## config.mk

```make
export PLATFORM = sky130hd
export DESIGN_NAME = tail_light_decoder
export DESIGN_NICKNAME = d
export VERILOG_FILES = /design/src/rtl/tail_light_pkg.sv /design/src/rtl/tl_step_classifier.sv /design/src/rtl/tail_light_decoder.sv
export SDC_FILE = /design/constraint.sdc
export NUM_CORES = 1
export LEC_CHECK = 0
export CELL_PAD_IN_SITES_DETAIL_PLACEMENT = 0
export CELL_PAD_IN_SITES_GLOBAL_PLACEMENT = 1
export CORE_ASPECT_RATIO = 0.7
export CORE_UTILIZATION = 45
export DETAILED_ROUTE_END_ITERATION = 6
export PLACE_DENSITY_LB_ADDON = 0.25
export SYNTH_ARGS = -nofsm -noshare
export SYNTH_HDL_FRONTEND = slang
export SYNTH_SLANG_ARGS = --single-unit
export TNS_END_PERCENT = 5
```

## constraint.sdc

```tcl
create_clock -name ADC_CLK_10 -period 5 [get_ports ADC_CLK_10]
set_input_delay 1.5 -clock ADC_CLK_10 [delete_from_list [all_inputs] [get_ports ADC_CLK_10]]
set_output_delay 1.5 -clock ADC_CLK_10 [all_outputs]
set_load 0.005 [all_outputs]
```

## src/rtl/tail_light_pkg.sv

```systemverilog
// Shared encodings for the tail-light decoder: mode, step class, FSM state and
// the lamp patterns of the left, right and hazard sequences.
package tail_light_pkg;

    typedef enum logic [1:0] {
        ModeOff    = 2'd0,
        ModeLeft   = 2'd1,
        ModeRight  = 2'd2,
        ModeHazard = 2'd3
    } mode_e;

    typedef enum logic [2:0] {
        StepNone    = 3'd0,
        StepLeft    = 3'd1,
        StepRight   = 3'd2,
        StepHazard  = 3'd3,
        StepIllegal = 3'd4
    } step_e;

    typedef enum logic [1:0] {
        StIdle   = 2'd0,
        StTrack  = 2'd1,
        StLocked = 2'd2
    } state_e;

    // Left lamps (L = LEDR[9:7]) fill from the inside out, then blank.
    localparam logic [2:0] LeftP0 = 3'b000;
    localparam logic [2:0] LeftP1 = 3'b001;
    localparam logic [2:0] LeftP2 = 3'b011;
    localparam logic [2:0] LeftP3 = 3'b111;

    // Right lamps (R = LEDR[2:0]) fill from the inside out, then blank.
    localparam logic [2:0] RightP0 = 3'b000;
    localparam logic [2:0] RightP1 = 3'b100;
    localparam logic [2:0] RightP2 = 3'b110;
    localparam logic [2:0] RightP3 = 3'b111;

    localparam logic [5:0] LampsOff = 6'b000000;
    localparam logic [5:0] LampsAll = 6'b111111;

    // Mode reported once a step class has locked.
    function automatic mode_e step_to_mode(input step_e s);
        mode_e m;
        m = ModeOff;
        unique case (s)
            StepLeft:   m = ModeLeft;
            StepRight:  m = ModeRight;
            StepHazard: m = ModeHazard;
            default:    m = ModeOff;
        endcase
        return m;
    endfunction

endpackage

```

## src/rtl/tl_step_classifier.sv

```systemverilog
// Combinational classifier for one lamp-pattern transition.
// Ports:
//   prev_i  previous {L,R} pattern
//   cur_i   current {L,R} pattern
//   step_o  StepNone when equal, otherwise LEFT / RIGHT / HAZARD / ILLEGAL
module tl_step_classifier
    import tail_light_pkg::*;
(
    input  logic [5:0] prev_i,
    input  logic [5:0] cur_i,
    output step_e      step_o
);

    logic [2:0] prev_l, prev_r, cur_l, cur_r;
    logic       left_ok, right_ok, hazard_ok;

    assign prev_l = prev_i[5:3];
    assign prev_r = prev_i[2:0];
    assign cur_l  = cur_i[5:3];
    assign cur_r  = cur_i[2:0];

    always_comb begin
        left_ok = (prev_r == 3'b000) && (cur_r == 3'b000) &&
                  (((prev_l == LeftP0) && (cur_l == LeftP1)) ||
                   ((prev_l == LeftP1) && (cur_l == LeftP2)) ||
                   ((prev_l == LeftP2) && (cur_l == LeftP3)) ||
                   ((prev_l == LeftP3) && (cur_l == LeftP0)));

        right_ok = (prev_l == 3'b000) && (cur_l == 3'b000) &&
                   (((prev_r == RightP0) && (cur_r == RightP1)) ||
                    ((prev_r == RightP1) && (cur_r == RightP2)) ||
                    ((prev_r == RightP2) && (cur_r == RightP3)) ||
                    ((prev_r == RightP3) && (cur_r == RightP0)));

        hazard_ok = ((prev_i == LampsOff) && (cur_i == LampsAll)) ||
                    ((prev_i == LampsAll) && (cur_i == LampsOff));

        step_o = StepIllegal;
        if (prev_i == cur_i) begin
            step_o = StepNone;
        end else if (left_ok) begin
            step_o = StepLeft;
        end else if (right_ok) begin
            step_o = StepRight;
        end else if (hazard_ok) begin
            step_o = StepHazard;
        end
    end

endmodule

```

## src/rtl/tail_light_decoder.sv

```systemverilog
// Monitor for the tail-light controller: decodes the running mode from the six
// LED lines, flags illegal transitions and stuck-lit lamps, measures step period.
// Ports:
//   ADC_CLK_10  clock, rising edge       reset      synchronous, active-high
//   led_in      {L[2:0], R[2:0]}         mode       0 OFF,1 LEFT,2 RIGHT,3 HAZARD
//   mode_valid  mode is locked           err        one-cycle error pulse
//   stuck       lamps lit and frozen     err_count  saturating err pulse count
//   period      cycles between the last two pattern changes (saturating)
module tail_light_decoder
    import tail_light_pkg::*;
#(
    parameter int unsigned LOCK_STEPS = 4,
    parameter int unsigned TIMEOUT    = 16,
    parameter int unsigned CNT_W      = 16
) (
    input  logic             ADC_CLK_10,
    input  logic             reset,
    input  logic [5:0]       led_in,
    output logic [1:0]       mode,
    output logic             mode_valid,
    output logic             err,
    output logic             stuck,
    output logic [7:0]       err_count,
    output logic [CNT_W-1:0] period
);

    localparam int unsigned StepW = $clog2(LOCK_STEPS + 1);

    logic [5:0]       cur_q, prev_q;
    state_e           state_q, state_d;
    step_e            kind_q, kind_d;
    logic [StepW-1:0] step_cnt_q, step_cnt_d, step_inc;
    logic [CNT_W-1:0] idle_cnt_q, idle_cnt_d, idle_inc;
    logic [CNT_W-1:0] period_q, period_d;
    mode_e            mode_q, mode_d;
    logic             mode_valid_q, mode_valid_d;
    logic             err_q, err_d;
    logic             stuck_q, stuck_d;
    logic [7:0]       err_count_q, err_count_d;

    step_e            step;
    logic             change;

    tl_step_classifier u_classifier (
        .prev_i (prev_q),
        .cur_i  (cur_q),
        .step_o (step)
    );

    assign change   = (cur_q != prev_q);
    assign idle_inc = (idle_cnt_q == '1) ? idle_cnt_q : idle_cnt_q + CNT_W'(1);
    assign step_inc = (step_cnt_q == StepW'(LOCK_STEPS)) ? step_cnt_q
                                                         : step_cnt_q + StepW'(1);

    always_comb begin
        state_d      = state_q;
        kind_d       = kind_q;
        step_cnt_d   = step_cnt_q;
        idle_cnt_d   = idle_inc;
        period_d     = period_q;
        mode_d       = mode_q;
        mode_valid_d = mode_valid_q;
        err_d        = 1'b0;
        stuck_d      = stuck_q;

        if (change) begin
            // idle_cnt counts cycles since the last change, so elapsed = idle_cnt + 1.
            idle_cnt_d = '0;
            period_d   = idle_inc;
            stuck_d    = 1'b0;
            if (step == StepIllegal) begin
                err_d        = 1'b1;
                state_d      = StIdle;
                mode_d       = ModeOff;
                mode_valid_d = 1'b0;
                step_cnt_d   = '0;
            end else if ((state_q != StIdle) && (step == kind_q)) begin
                step_cnt_d = step_inc;
                if (state_q == StTrack && step_inc == StepW'(LOCK_STEPS)) begin
                    state_d      = StLocked;
                    mode_d       = step_to_mode(kind_q);
                    mode_valid_d = 1'b1;
                end
            end else begin
                // New sequence (from IDLE or after a change of kind) restarts the lock count.
                state_d      = StTrack;
                kind_d       = step;
                step_cnt_d   = StepW'(1);
                mode_d       = ModeOff;
                mode_valid_d = 1'b0;
                if (LOCK_STEPS <= 1) begin
                    state_d      = StLocked;
                    mode_d       = step_to_mode(step);
                    mode_valid_d = 1'b1;
                end
            end
        end else if (idle_cnt_q == CNT_W'(TIMEOUT)) begin
            // idle_cnt passes TIMEOUT once per quiet spell, so this fires once.
            state_d    = StIdle;
            mode_d     = ModeOff;
            step_cnt_d = '0;
            if (cur_q == LampsOff) begin
                mode_valid_d = 1'b1;
            end else begin
                mode_valid_d = 1'b0;
                stuck_d      = 1'b1;
                err_d        = 1'b1;
            end
        end

        err_count_d = err_count_q;
        if (err_d && (err_count_q != 8'hff)) begin
            err_count_d = err_count_q + 8'd1;
        end
    end

    always_ff @(posedge ADC_CLK_10) begin
        if (reset) begin
            cur_q        <= '0;
            prev_q       <= '0;
            state_q      <= StIdle;
            kind_q       <= StepNone;
            step_cnt_q   <= '0;
            idle_cnt_q   <= '0;
            period_q     <= '0;
            mode_q       <= ModeOff;
            mode_valid_q <= 1'b0;
            err_q        <= 1'b0;
            stuck_q      <= 1'b0;
            err_count_q  <= '0;
        end else begin
            cur_q        <= led_in;
            prev_q       <= cur_q;
            state_q      <= state_d;
            kind_q       <= kind_d;
            step_cnt_q   <= step_cnt_d;
            idle_cnt_q   <= idle_cnt_d;
            period_q     <= period_d;
            mode_q       <= mode_d;
            mode_valid_q <= mode_valid_d;
            err_q        <= err_d;
            stuck_q      <= stuck_d;
            err_count_q  <= err_count_d;
        end
    end

    assign mode       = mode_q;
    assign mode_valid = mode_valid_q;
    assign err        = err_q;
    assign stuck      = stuck_q;
    assign err_count  = err_count_q;
    assign period     = period_q;

endmodule

```

==> run summary <==
Outcome: finished, final reports clean
# port buffers: 36
Drt via density: 5.358
Worst skew pair latency: 0.34 ns
Die area: 6878 um2
Vias after detailed routing: 2427
Cts bufs inserted: 9
CTS Hold Buffers Added: 0
CP Data Arrival Time: 3.27 ns
Die height: 69.69 um
# resized after CTS: 0
Root Buffer: clkbuf_8
Setup Fix Bufs, Post-CTS: 0
Crit Path Category: primary input to flip-flop
Max clock buf depth: 2
Die W: 98.70 um
Total chip power: 0.001101 W
Final Critical Period: 3.054 ns
Final net count: 384
Leakage power: 1.302 nW
Antenna violations before repair: 0
Syn Inst Count: 334
VDD IR-drop max: 0.0001654 V
Layout area overhead: 21.03%
PD cells: 308.7 nW/um2
DR pass1 iterations: 4
Sequential fraction of the synthesis area: 44.18%
Row count: 24
RSZ-0062 raised after global routing: false
DR DRC count: 0
Gr usage total: 20.20%
Final period util: 61.08%
Share of cells above drive strength 1: 6.667%
Number of diodes: 0
Routed WL per cell: 14.17 um
First-pass GRT wire length: 10.74 mm
Top_reg_cell synth: dfxtp_1
Vias in the first global route: 2212
CTS tree: done
Setup Skew: 0.006346 ns
Max-slew violation count: 0
Setup crit start kind: primary input
Core footprint: 6276 um2
CTS H-tree depth: 3
Synth warn: 0
FMAX: 327.4 MHz
Mapped cell area: 2945 um2
Max_slew headroom: 35.87%
Routed Antenna Nets: 0
Final Hold Viols: 0
Setup-failing EPs final: 0
RD Place Congestion: 0.7890
Worst-path fanout max: 46
Worst Setup SP: reset
Dpl hpwl: 4.431 mm
Clock Sinks: 65
Post-synthesis cell type count: 48
Num ports: 37
Clock transition at path regs: 0.07 ns
Crit. End Element: flip-flop
Hold crit path type: flip-flop to flip-flop
Worst slew pin tran: 0.9592 ns
GR Overflow Total: 0
Post-route setup TNS: 0 ns
Largest net degree at the start of global routing: 47
Max-cap violation count: 0
Synthesized area per cell: 8.818 um2
Final wirelength: 6.417 mm
Critical Path RT: 5.21 ns
Iter 0 DRT Violations: 131
Starting density of the core: 46.93%
Critical hold path startpoint: mode[0]
Reg-to-Reg Start: prev_q[4]
Flops & latches, synth: 65
Post-synth EDFFs: 0
Post-synth ARST share: 0%
Synth Net Count: 347
-- final timing paths --
kind	endpoint	cells after the start	slack (ns)
hold / removal	mode[0]	2	0.46
setup / recovery	idle_cnt_q[14]	5	1.95
setup reg to reg	err_count[5]	8	2.09
hold reg to reg	mode[0]	2	0.46
-- cells in the mapped netlist, drive strengths merged (6+ instances only) --
master / count / area (um2)
dfxtp: 65 / 1301
nor2: 60 / 225.2
nand2: 27 / 101.4
xor2: 19 / 166.4
a21oi: 16 / 80.08
a211oi: 14 / 115.1
nor2b: 11 / 68.82
clkbuf: 10 / 37.54
inv: 10 / 37.54
nor3: 10 / 55.05
and3: 8 / 50.05
nand4: 8 / 50.05
nand3: 7 / 35.03
xnor2: 6 / 52.55
-- per-layer routing --
metal / wire [um] / up-vias / GRT usage, %
li1: - / 1255 / -
met1: 3598 / 1111 / 30.06
met2: 2413 / 53 / 26.53
met3: 338 / 8 / 7.863
met4: 67 / 0 / 5.473
met5: 0 / - / 0
-- kinds of logic after synthesis --
group	share of synthesized area (%)
xor gates and xnor gates	7.434
adders and majority gates	2.124
AOI/OAI and AO/OA	14.61
and+or+nand+nor	27.27
buffers and inverters	2.676
DFF	44.18
muxes	1.699
-- area by class of cell --
| type | instances | area, um2 |
|---|---|---|
| fillers | 592 | 2711 |
| multi-input cells | 248 | 1565 |
| flip-flops and latches | 65 | 1301 |
| repair buffers | 37 | 367.9 |
| clock buffers | 12 | 155.1 |
| well taps | 78 | 97.59 |
| clock inverters | 3 | 40.04 |
| inverters | 10 | 37.54 |
-- worst max-delay path, stage by stage --
cell             delay (ns)
clkdlybuf4s50_1        0.46
buf_4                  0.43
inv_1                  0.25
nand2_1                0.48
nor3_1                 0.12
-- layout by cell type, fill, tap and decap left out, types with 4 or more instances in the layout --
cell / Yosys / routed
and4_1: 4 / 4
nor2_1: 60 / 60
clkdlybuf4s50_1: 0 / 36
nand3_1: 7 / 7
o21ai_0: 4 / 4
clkbuf_8: 0 / 11
ha_1: 5 / 5
a211oi_1: 12 / 12
a21oi_1: 16 / 16
nor2b_1: 11 / 11
inv_1: 10 / 10
nand4_1: 8 / 8
mux2i_1: 5 / 5
dfxtp_1: 65 / 65
nand2_1: 27 / 27
nor3_1: 9 / 9
xor2_1: 19 / 19
and3_1: 8 / 8
xnor2_1: 6 / 6
-- power by group --
| part | switching (W) | total (W) | internal (W) |
|---|---|---|---|
| logic | 0.0000517 | 0.000102 | 0.0000504 |
| clock network | 0.000194 | 0.000447 | 0.000253 |
| registers | 0.0000161 | 0.000551 | 0.000535 |
| total | 0.000262 | 0.00110 | 0.000839 |
-- flip-flops by register name, summed over array words and instances, names as in the netlist, 2 cells and up --
register,count
cur_q,6
err_count,8
idle_cnt_q,16
kind_q,3
mode,2
period,16
prev_q,6
state_q,2
step_cnt_q,3
-- stage by stage --
stage / instances / worst slack (ns) / utilization, % / hold slack, ns / cell area, um2
2_1_floorplan: 334 / 2.450 / - / 0.4482 / 2945
3_3_place_gp: 438 / 1.609 / 53.69 / 0.4505 / 3369
3_5_place_dp: 438 / 1.561 / 53.69 / 0.4525 / 3369
4_1_cts: 453 / 1.940 / 56.80 / 0.4622 / 3565
5_1_grt: 453 / 1.710 / 56.80 / 0.4817 / 3565
6_report: 453 / 1.946 / 56.80 / 0.4621 / 3565
Note: power is estimated with default switching activity, not from simulation.
